### src/rtl/seven_segment_capture.sv
// ---------------------------------------------------------------------------
// seven_segment_capture
//   Receive side of a 4-digit multiplexed seven-segment display. Samples the
//   active-low anode strobes and segment lines, decodes each stable digit back
//   to a BCD nibble and emits a 16-bit frame once all four digits are captured.
//
//   Optional build macro: SEG_CAPTURE_HEX_EN -- also decode A..F glyphs.
//
// Parameters
//   SETTLE_CYCLES  consecutive identical valid samples to accept a digit (1..15)
// Ports
//   clk          system clock, posedge
//   rst_n        synchronous reset, active-low
//   seg_in[6:0]  segment lines, active-low, bit0=a .. bit6=g
//   an_in[3:0]   anode strobes, active-low, 1110=digit0 .. 0111=digit3
//   data_out     last complete frame, digit k at [4k+3:4k]
//   digit_err    per-digit decode error for the frame in data_out
//   frame_valid  one-cycle pulse when data_out/digit_err update
//   proto_err    sticky multi-hot anode flag, cleared only by reset
// ---------------------------------------------------------------------------
module seven_segment_capture #(
  parameter int unsigned SETTLE_CYCLES = 2
) (
  input  logic        clk,
  input  logic        rst_n,
  input  logic [6:0]  seg_in,
  input  logic [3:0]  an_in,
  output logic [15:0] data_out,
  output logic [3:0]  digit_err,
  output logic        frame_valid,
  output logic        proto_err
);

  localparam logic [3:0] LP_SETTLE = 4'(SETTLE_CYCLES);

  logic [3:0]  r_s_an;
  logic [6:0]  r_s_seg;
  logic [3:0]  r_prev_an;
  logic [6:0]  r_prev_seg;
  logic [3:0]  r_cnt;
  logic        r_acc_done;
  logic [3:0]  r_mask;
  logic [15:0] r_sh_data;
  logic [3:0]  r_sh_err;

  logic        w_valid;
  logic        w_bad;
  logic [1:0]  w_idx;
  logic        w_same;
  logic        w_an_changed;
  logic [3:0]  w_cnt_next;
  logic        w_accept;
  logic        w_frame;
  logic [3:0]  w_mask_next;
  logic [4:0]  w_dec;

  // Returns {error, nibble}.
  function automatic logic [4:0] f_decode(input logic [6:0] seg);
    logic [4:0] res;
    res = {1'b1, 4'hF};
    case (seg)
      7'h40: res = {1'b0, 4'h0};
      7'h79: res = {1'b0, 4'h1};
      7'h24: res = {1'b0, 4'h2};
      7'h30: res = {1'b0, 4'h3};
      7'h19: res = {1'b0, 4'h4};
      7'h12: res = {1'b0, 4'h5};
      7'h02: res = {1'b0, 4'h6};
      7'h78: res = {1'b0, 4'h7};
      7'h00: res = {1'b0, 4'h8};
      7'h10: res = {1'b0, 4'h9};
`ifdef SEG_CAPTURE_HEX_EN
      7'h08: res = {1'b0, 4'hA};
      7'h03: res = {1'b0, 4'hB};
      7'h46: res = {1'b0, 4'hC};
      7'h21: res = {1'b0, 4'hD};
      7'h06: res = {1'b0, 4'hE};
      7'h0E: res = {1'b0, 4'hF};
`else
`endif
      default: res = {1'b1, 4'hF};
    endcase
    return res;
  endfunction

  always_comb begin
    w_valid = 1'b1;
    w_idx   = 2'd0;
    case (r_s_an)
      4'b1110: w_idx = 2'd0;
      4'b1101: w_idx = 2'd1;
      4'b1011: w_idx = 2'd2;
      4'b0111: w_idx = 2'd3;
      default: w_valid = 1'b0;
    endcase
  end

  assign w_bad        = !w_valid && (r_s_an != 4'b1111);
  assign w_same       = ({r_s_an, r_s_seg} == {r_prev_an, r_prev_seg});
  assign w_an_changed = (r_s_an != r_prev_an);
  assign w_dec        = f_decode(r_s_seg);
  assign w_frame      = (r_mask == 4'b1111);

  always_comb begin
    w_cnt_next = 4'd0;
    if (w_valid && w_same)
      w_cnt_next = (r_cnt == LP_SETTLE) ? r_cnt : 4'(r_cnt + 4'd1);
    else if (w_valid)
      w_cnt_next = 4'd1;
  end

  // The done flag only blocks a re-accept within the same strobe window; a new
  // anode value starts a fresh window even when SETTLE_CYCLES is 1.
  assign w_accept = w_valid && (w_cnt_next == LP_SETTLE) &&
                    (!r_acc_done || w_an_changed);

  // Frame completion clears the mask first so a coincident accept lands in
  // the next frame.
  always_comb begin
    w_mask_next = r_mask;
    if (w_frame || w_bad)
      w_mask_next = '0;
    if (w_accept)
      w_mask_next[w_idx] = 1'b1;
  end

  always_ff @(posedge clk) begin
    if (!rst_n) begin
      r_s_an      <= '1;
      r_s_seg     <= '1;
      r_prev_an   <= '1;
      r_prev_seg  <= '1;
      r_cnt       <= '0;
      r_acc_done  <= 1'b0;
      r_mask      <= '0;
      r_sh_data   <= '0;
      r_sh_err    <= '0;
      data_out    <= '0;
      digit_err   <= '0;
      frame_valid <= 1'b0;
      proto_err   <= 1'b0;
    end else begin
      r_s_an     <= an_in;
      r_s_seg    <= seg_in;
      r_prev_an  <= r_s_an;
      r_prev_seg <= r_s_seg;
      r_cnt      <= w_cnt_next;
      r_mask     <= w_mask_next;

      if (w_accept)
        r_acc_done <= 1'b1;
      else if (!w_valid || w_an_changed)
        r_acc_done <= 1'b0;

      if (w_accept) begin
        r_sh_data[{w_idx, 2'b00} +: 4] <= w_dec[3:0];
        r_sh_err[w_idx]                <= w_dec[4];
      end

      frame_valid <= w_frame;
      if (w_frame) begin
        data_out  <= r_sh_data;
        digit_err <= r_sh_err;
      end

      if (w_bad)
        proto_err <= 1'b1;
    end
  end

endmodule

### config.mk
export PLATFORM = sky130hd
export DESIGN_NAME = seven_segment_capture
export DESIGN_NICKNAME = d
export VERILOG_FILES = /design/src/rtl/seven_segment_capture.sv
export SDC_FILE = /design/constraint.sdc
export NUM_CORES = 1
export LEC_CHECK = 0
export BUFFER_PORTS_ARGS = -buffer_cell sky130_fd_sc_hd__buf_2
export CORE_MARGIN = 1.5
export CORE_UTILIZATION = 35
export DETAILED_ROUTE_END_ITERATION = 16
export PLACE_DENSITY = 0.55
export SETUP_SLACK_MARGIN = 0.15
export SYNTH_ARGS = -nofsm -noshare
export SYNTH_HDL_FRONTEND = slang
export SYNTH_SLANG_ARGS = --single-unit
### constraint.sdc
create_clock -name clk -period 2 [get_ports clk]
set_input_delay 0.1 -clock clk [delete_from_list [all_inputs] [get_ports clk]]
set_output_delay 0.1 -clock clk [all_outputs]
set_load 0.05 [all_outputs]
==> results of run 1 <==
-- registers in the layout (all words and copies together), names as in the netlist --
signal,flops
r_acc_done,1
r_sh_data,16
r_sh_err,4
r_cnt,4
r_prev_seg,7
r_s_an,4
frame_valid,1
proto_err,1
r_mask,4
digit_err,4
r_s_seg,7
r_prev_an,4
data_out,16
-- routing by layer --
layer	GRT usage	wire length (um)	vias up
li1	-	-	1371
met1	0.185	3310	1237
met2	0.272	3380	36
met3	0.0494	239	11
met4	0.0498	127	0
met5	0	0	-
-- where the power goes --
part,total (mW),leakage (nW),internal (mW),switching (mW)
clock,1.35,0.123,0.805,0.542
sequential,1.50,0.594,1.48,0.0240
combinational,0.367,1.03,0.181,0.186
-- area by class of cell --
type / instances / area, sq um / area share
Sequential cell: 73 / 1480 / 0.335
Clock buffer: 12 / 165 / 0.0374
Multi-Input combinational cell: 252 / 1880 / 0.425
Tap cell: 111 / 139 / 0.0315
Timing Repair Buffer: 89 / 642 / 0.145
Clock inverter: 4 / 73.8 / 0.0167
Inverter: 11 / 41.3 / 0.00935
-- cell usage after synthesis, drive strengths merged (2+ instances only) --
library cell	count	area [sq um]
nor2	14	52.6
and4b	2	20.0
a21o	2	15.0
xnor2	15	161
dfxtp	73	1460
a211oi	2	15.0
o22ai	6	37.5
nand2b	25	156
or4	2	18.8
nand2	69	259
a21boi	24	180
nand3	10	50.1
nor4	6	58.8
a21oi	8	40.0
clkbuf	12	45.0
and2	2	12.5
o2111ai	3	26.3
o41ai	2	32.5
nor3b	2	15.0
mux2i	11	110
o21ai	7	35.0
a2111oi	2	42.5
xor2	2	17.5
ha	9	113
inv	11	41.3
buf	10	68.8
and3	4	25.0
nor3	4	20.0
nand4	3	25.0
or3	2	12.5
-- cell families after synthesis --
group / after synthesis / share of synthesized area
XOR/XNOR: 17 / 0.0545
flip-flops: 73 / 0.445
adder cells (fa/ha/maj): 10 / 0.0373
AO/OA/AOI/OAI: 61 / 0.141
buffers and inverters: 33 / 0.0473
multiplexers: 12 / 0.0370
AND/OR/NAND/NOR: 152 / 0.238
-- stage by stage --
stage	utilization	cell area (sq um)	cells	worst slack [ns]	hold slack [ns]
after floorplan	-	3350	358	0.0336	0.201
after global placement	0.413	3780	513	-0.00824	0.281
after detailed placement	0.413	3780	513	-0.0547	0.283
after CTS	0.474	4330	547	-0.0488	0.175
after global routing	0.482	4410	552	-0.163	0.223
final	0.482	4410	552	-0.0575	0.205
-- final timing paths --
| path | cells after the start | slack [ns] | to |
|---|---|---|---|
| worst max register to register | 8 | -0.06 | r_sh_data[11] |
| worst min-delay path | 2 | 0.21 | proto_err |
| worst max-delay path | 8 | -0.06 | r_sh_data[11] |
| worst min register to register | 2 | 0.46 | r_sh_data[1] |
-- what timing repair did --
action | 4_1_cts | 5_1_grt
buffers inserted | 7 | 5
hold buffers | 11 | 0
pin swaps | 8 | 4
hold endpoints to repair | 11 | 0
setup endpoints to repair | 27 | 27
resized for setup | 34 | 10
==> out/results.ini, run 1 <==
[outcome]
status = finished with violations
violations = setup timing

[logic_synthesis]
ys_types = 51
synth-edff-count = 0
synthesis.instances = 358
syn_avg_cell_area_sq_um = 9.17
syn_nets = 380
yosys_register_bits = 73
synthFlopType = dfxtp_1
yosys_warnings = 0
synthArstFlopShare = 0
ys_seq_area_frac = 0.445
syn_area_sq_mm = 0.00328

[worst_setup_path]
required_ns = 2.28
critPathLaunchType = flop
crit_start = r_cnt[0]
crit_family = simple AND/OR/NAND/NOR gates
worstPathArrival_ns = 2.34
worstReg2RegStart = r_cnt[0]
endpoint_kind = flop
critPathMaxFanout = 5
crit_chain = inv_2, ha_4, nor3b_4, xnor2_1, or4_4, nor4_4, buf_4, mux2i_1
critPathBufInv = 2
crit_slowest_cell = or4_4
max_stage_delay_ns = 0.62
worstSetupPathType = reg -> reg

[detailed_routing]
wl_mm = 7.06
drtAntennaViolNets = 0
drc = 0
dr.pass1.iters = 6
routedWlPerCell_um = 12.8
drt_iter0_drc = 92
vias = 2655
avgViaCountPerCell = 4.81

[finish]
areaGrowthSynthToFinish_pct = 34.5
n_antenna_cell = 0
final_common_cell = nand2_1
mostFrequentLayoutCells = nand2_1 (69), dfxtp_1 (66), buf_4 (38), buf_2 (34), nand2b_1 (24)
nFillCells = 876
final_nets = 458
layout-drive-gt1-share = 0.317

[clock_network]
clockBufferDepth = 2
root_buffer = clkbuf_8
clk_pin_slew_worst_paths_ns = 0.08
clkSinkCount = 73
h-tree-depth = 3
cts_buffers = 9
cts_tree = done
clock_latency_ns = 0.35

[placed_design]
gp_congestion = 0.770
portBuffers = 34
post-dp-hpwl_mm = 4.88

[floorplanning]
die_area_sq_mm = 0.00997
rows = 35
ios = 35
die_w_um = 99.9
initial_core_util = 0.359
core_area_sq_mm = 0.00915
fp.dieH_um = 99.9

[sta]
slew_violations = 0
hold_viol = 0
period_share = 1.03
fin_crit_ns = 2.06
setup_violations = 6
rsz0062_at_grt = yes
fmax_mhz = 486
clock_skew_ns = 0.00777
fin_setup_tns_ns = -0.183
setup_slack_ns = -0.0575
worst_pin_slew_ns = 0.464
slew_headroom = 0.688

[job]
cap_violations = 0

[min_path]
hp-class = in -> reg
hp-start = rst_n

[power]
p_total_mw = 3.21
ir_worst_vdd_mv = 0.401
cellLeakagePower_nw = 1.75
power_density_mw_per_mm2 = 728

[global_routing]
grt_pass1_wl_mm = 12.4
first_global_vias = 2766
antenna_found_initial = 0
overflow = 0
gr-usage-all-layers = 0.157
grt_max_degree = 27

Power figures use the tool's default switching activity.
==> run 2, diff against run 1 <==
Settings changed: HOLD_SLACK_MARGIN set to 0.03, SETUP_SLACK_MARGIN 0.15 to 0.05.
==> run 2 against run 1 <==
Against the previous run:
- maximum frequency grew 5.5%
- critical path depth unchanged
- via count down 1.2%
- design area decreased by 2.7%
- register-to-register slack gained 0.11 ns
- clock power is 3% higher
- core utilization decreased by 1.3 points
- the flow now finishes without violations
- non-clock buffer count down 7
- first-iteration DRC count down 47%
- wire length down 3.1%
- clock-buffer cell count shrank 2
==> out/results.ini, run 2 (synthesis gave the netlist of run 1 again) <==
[outcome]
status = complete, no violations

[sta]
setup_violations = 0  ; -6
hold_viol = 0  ; unchanged
slew_violations = 0  ; unchanged
worst_pin_slew_ns = 0.482  ; +0.0177 ns
clock_skew_ns = 0.00953  ; +0.00176 ns
period_share = 0.975  ; -0.0536
fmax_mhz = 513  ; +5.5%
setup_slack_ns = 0.0496  ; +0.107 ns
fin_crit_ns = 1.95  ; -0.107 ns
rsz0062_at_grt = yes
slew_headroom = 0.676  ; -0.0119

[worst_setup_path]
r2r_slack_ns = 0.05  ; +0.11 ns
reg2reg_to = r_sh_data[9]
endpoint_kind = flop
critPathLaunchType = flop
reg2reg_depth = 8  ; unchanged
worstSetupPathType = reg -> reg
worstReg2RegStart = r_cnt[0]
worstPathArrival_ns = 2.23  ; -0.11 ns
required_ns = 2.28  ; about the same
critPathMaxFanout = 5  ; unchanged

[detailed_routing]
wl_mm = 6.84  ; -3.1%
dr.pass1.iters = 4  ; -2
avgViaCountPerCell = 4.82  ; +0.21%
drtAntennaViolNets = 0  ; unchanged
drt_iter0_drc = 49  ; -47%
routedWlPerCell_um = 12.6  ; -1.7%
drc = 0  ; unchanged
vias = 2622  ; -1.2%

[finish]
final_util = 0.469  ; -0.0131
final_nets = 451  ; -1.5%
nFillCells = 880  ; +0.46%
n_antenna_cell = 0  ; unchanged
layout-drive-gt1-share = 0.298  ; -0.0195
final_common_cell = nand2_1
reg_top3 = data_out x16, r_sh_data x16
mostFrequentLayoutCells = nand2_1 (68), dfxtp_1 (62), buf_4 (36), buf_2 (34), nand2b_1 (25)
fin_cells = 544  ; -1.4%
areaGrowthSynthToFinish_pct = 30.8

[global_routing]
gr-usage-all-layers = 0.150  ; -0.00717
first_global_vias = 2595  ; -6.2%
grt_pass1_wl_mm = 11.9  ; -4.1%
antenna_found_initial = 0  ; unchanged
grt_max_degree = 42  ; +56%
overflow = 0  ; unchanged

[floorplanning]
die_w_um = 99.9  ; unchanged
core_area_sq_mm = 0.00915  ; unchanged
fp.dieH_um = 99.9  ; unchanged
initial_core_util = 0.359  ; unchanged
ios = 35  ; unchanged
die_area_sq_mm = 0.00997  ; unchanged
rows = 35  ; unchanged

[clock_network]
clockBufferDepth = 2  ; unchanged
clock_latency_ns = 0.35  ; about the same
cts_buffers = 9  ; unchanged
cts_tree = done
root_buffer = clkbuf_8
h-tree-depth = 3  ; unchanged
clk_pin_slew_worst_paths_ns = 0.07  ; about the same
clkSinkCount = 73  ; unchanged

[min_path]
hp-start = rst_n
whs_endpoint = r_cnt[0]
hold_path_depth = 3  ; +1
hp-class = in -> reg

[placed_design]
post-place-cells = 515  ; +0.39%
gp_congestion = 0.846  ; +9.8%
portBuffers = 34  ; unchanged
post-dp-hpwl_mm = 4.93  ; +1.0%
pre_cts_slack_ns = -0.0399  ; +0.0148 ns

[job]
cap_violations = 0  ; unchanged

[power]
cellLeakagePower_nw = 1.70  ; -3.2%
ir_worst_vdd_mv = 0.410  ; +2.2%
power_density_mw_per_mm2 = 752  ; +3.4%

==> run 2: how the worst max path moves through the flow <==
stage | from | end | slack [ns] | cells after the start
after detailed placement | r_cnt[1] | r_sh_data[7] | -0.04 | 6
final | r_cnt[0] | r_sh_data[9] | 0.05 | 8
after global routing | r_cnt[0] | r_sh_data[8] | -0.11 | 8
after floorplan | r_cnt[0] | r_sh_data[14] | 0.06 | 7
after CTS | r_cnt[0] | r_sh_data[9] | 0.04 | 8
after global placement | r_cnt[0] | r_sh_data[14] | 0.01 | 7
==> run 2: layout make-up <==
cell class | count | area (sq um) | area share
clock buffer | 10 | 138 | 0.0321
clock inverter | 5 | 104 | 0.0242
inverter | 11 | 43.8 | 0.0102
multi-input combinational | 252 | 1830 | 0.425
sequential | 73 | 1480 | 0.345
tap | 111 | 139 | 0.0323
timing repair buffer | 82 | 562 | 0.131
==> run 2: per-layer routing <==
metal  global-route usage  vias to the layer above  part of all wire
li1                     -                     1358                 -
met1                0.183                     1221              0.46
met2                0.256                       35              0.49
met3               0.0439                        8             0.033
met4               0.0455                        0            0.0099
met5                    0                        -                 0
==> run 2: repair_timing <==
item / in CTS / in global routing
setup endpoints to repair: 20 / 22
setup buffers: 3 / 0
hold buffers: 11 / 0
endpoints found under the hold margin: 11 / 0
pin swaps: 3 / 14
resized for setup: 12 / 29
gates cloned: 0 / 0
==> run 2: through the flow <==
stage	setup TNS (ns)	cell area, sq um	hold slack [ns]	power (mW)
after detailed placement	-0.226	3760	0.285	1.83
after global placement	0	3760	0.281	1.82
after floorplan	0	3310	0.201	1.73
after CTS	0	4190	0.0954	3.26
after global routing	-0.525	4290	0.111	3.38
final	0	4290	0.103	3.23
==> run 2: power breakdown <==
| part | switching (mW) | internal (mW) |
|---|---|---|
| clock | 0.532 | 0.855 |
| sequential | 0.0234 | 1.48 |
| combinational | 0.172 | 0.170 |
==> run 2: worst max-delay path, cell delays in order (launching register included) <==
cell and delay [ns]:
dfxtp_4 0.36, inv_4 0.06, ha_4 0.13, nor3b_4 0.22
xnor2_2 0.09, or4_4 0.51, nor4_4 0.16, buf_4 0.18
mux2i_1 0.17
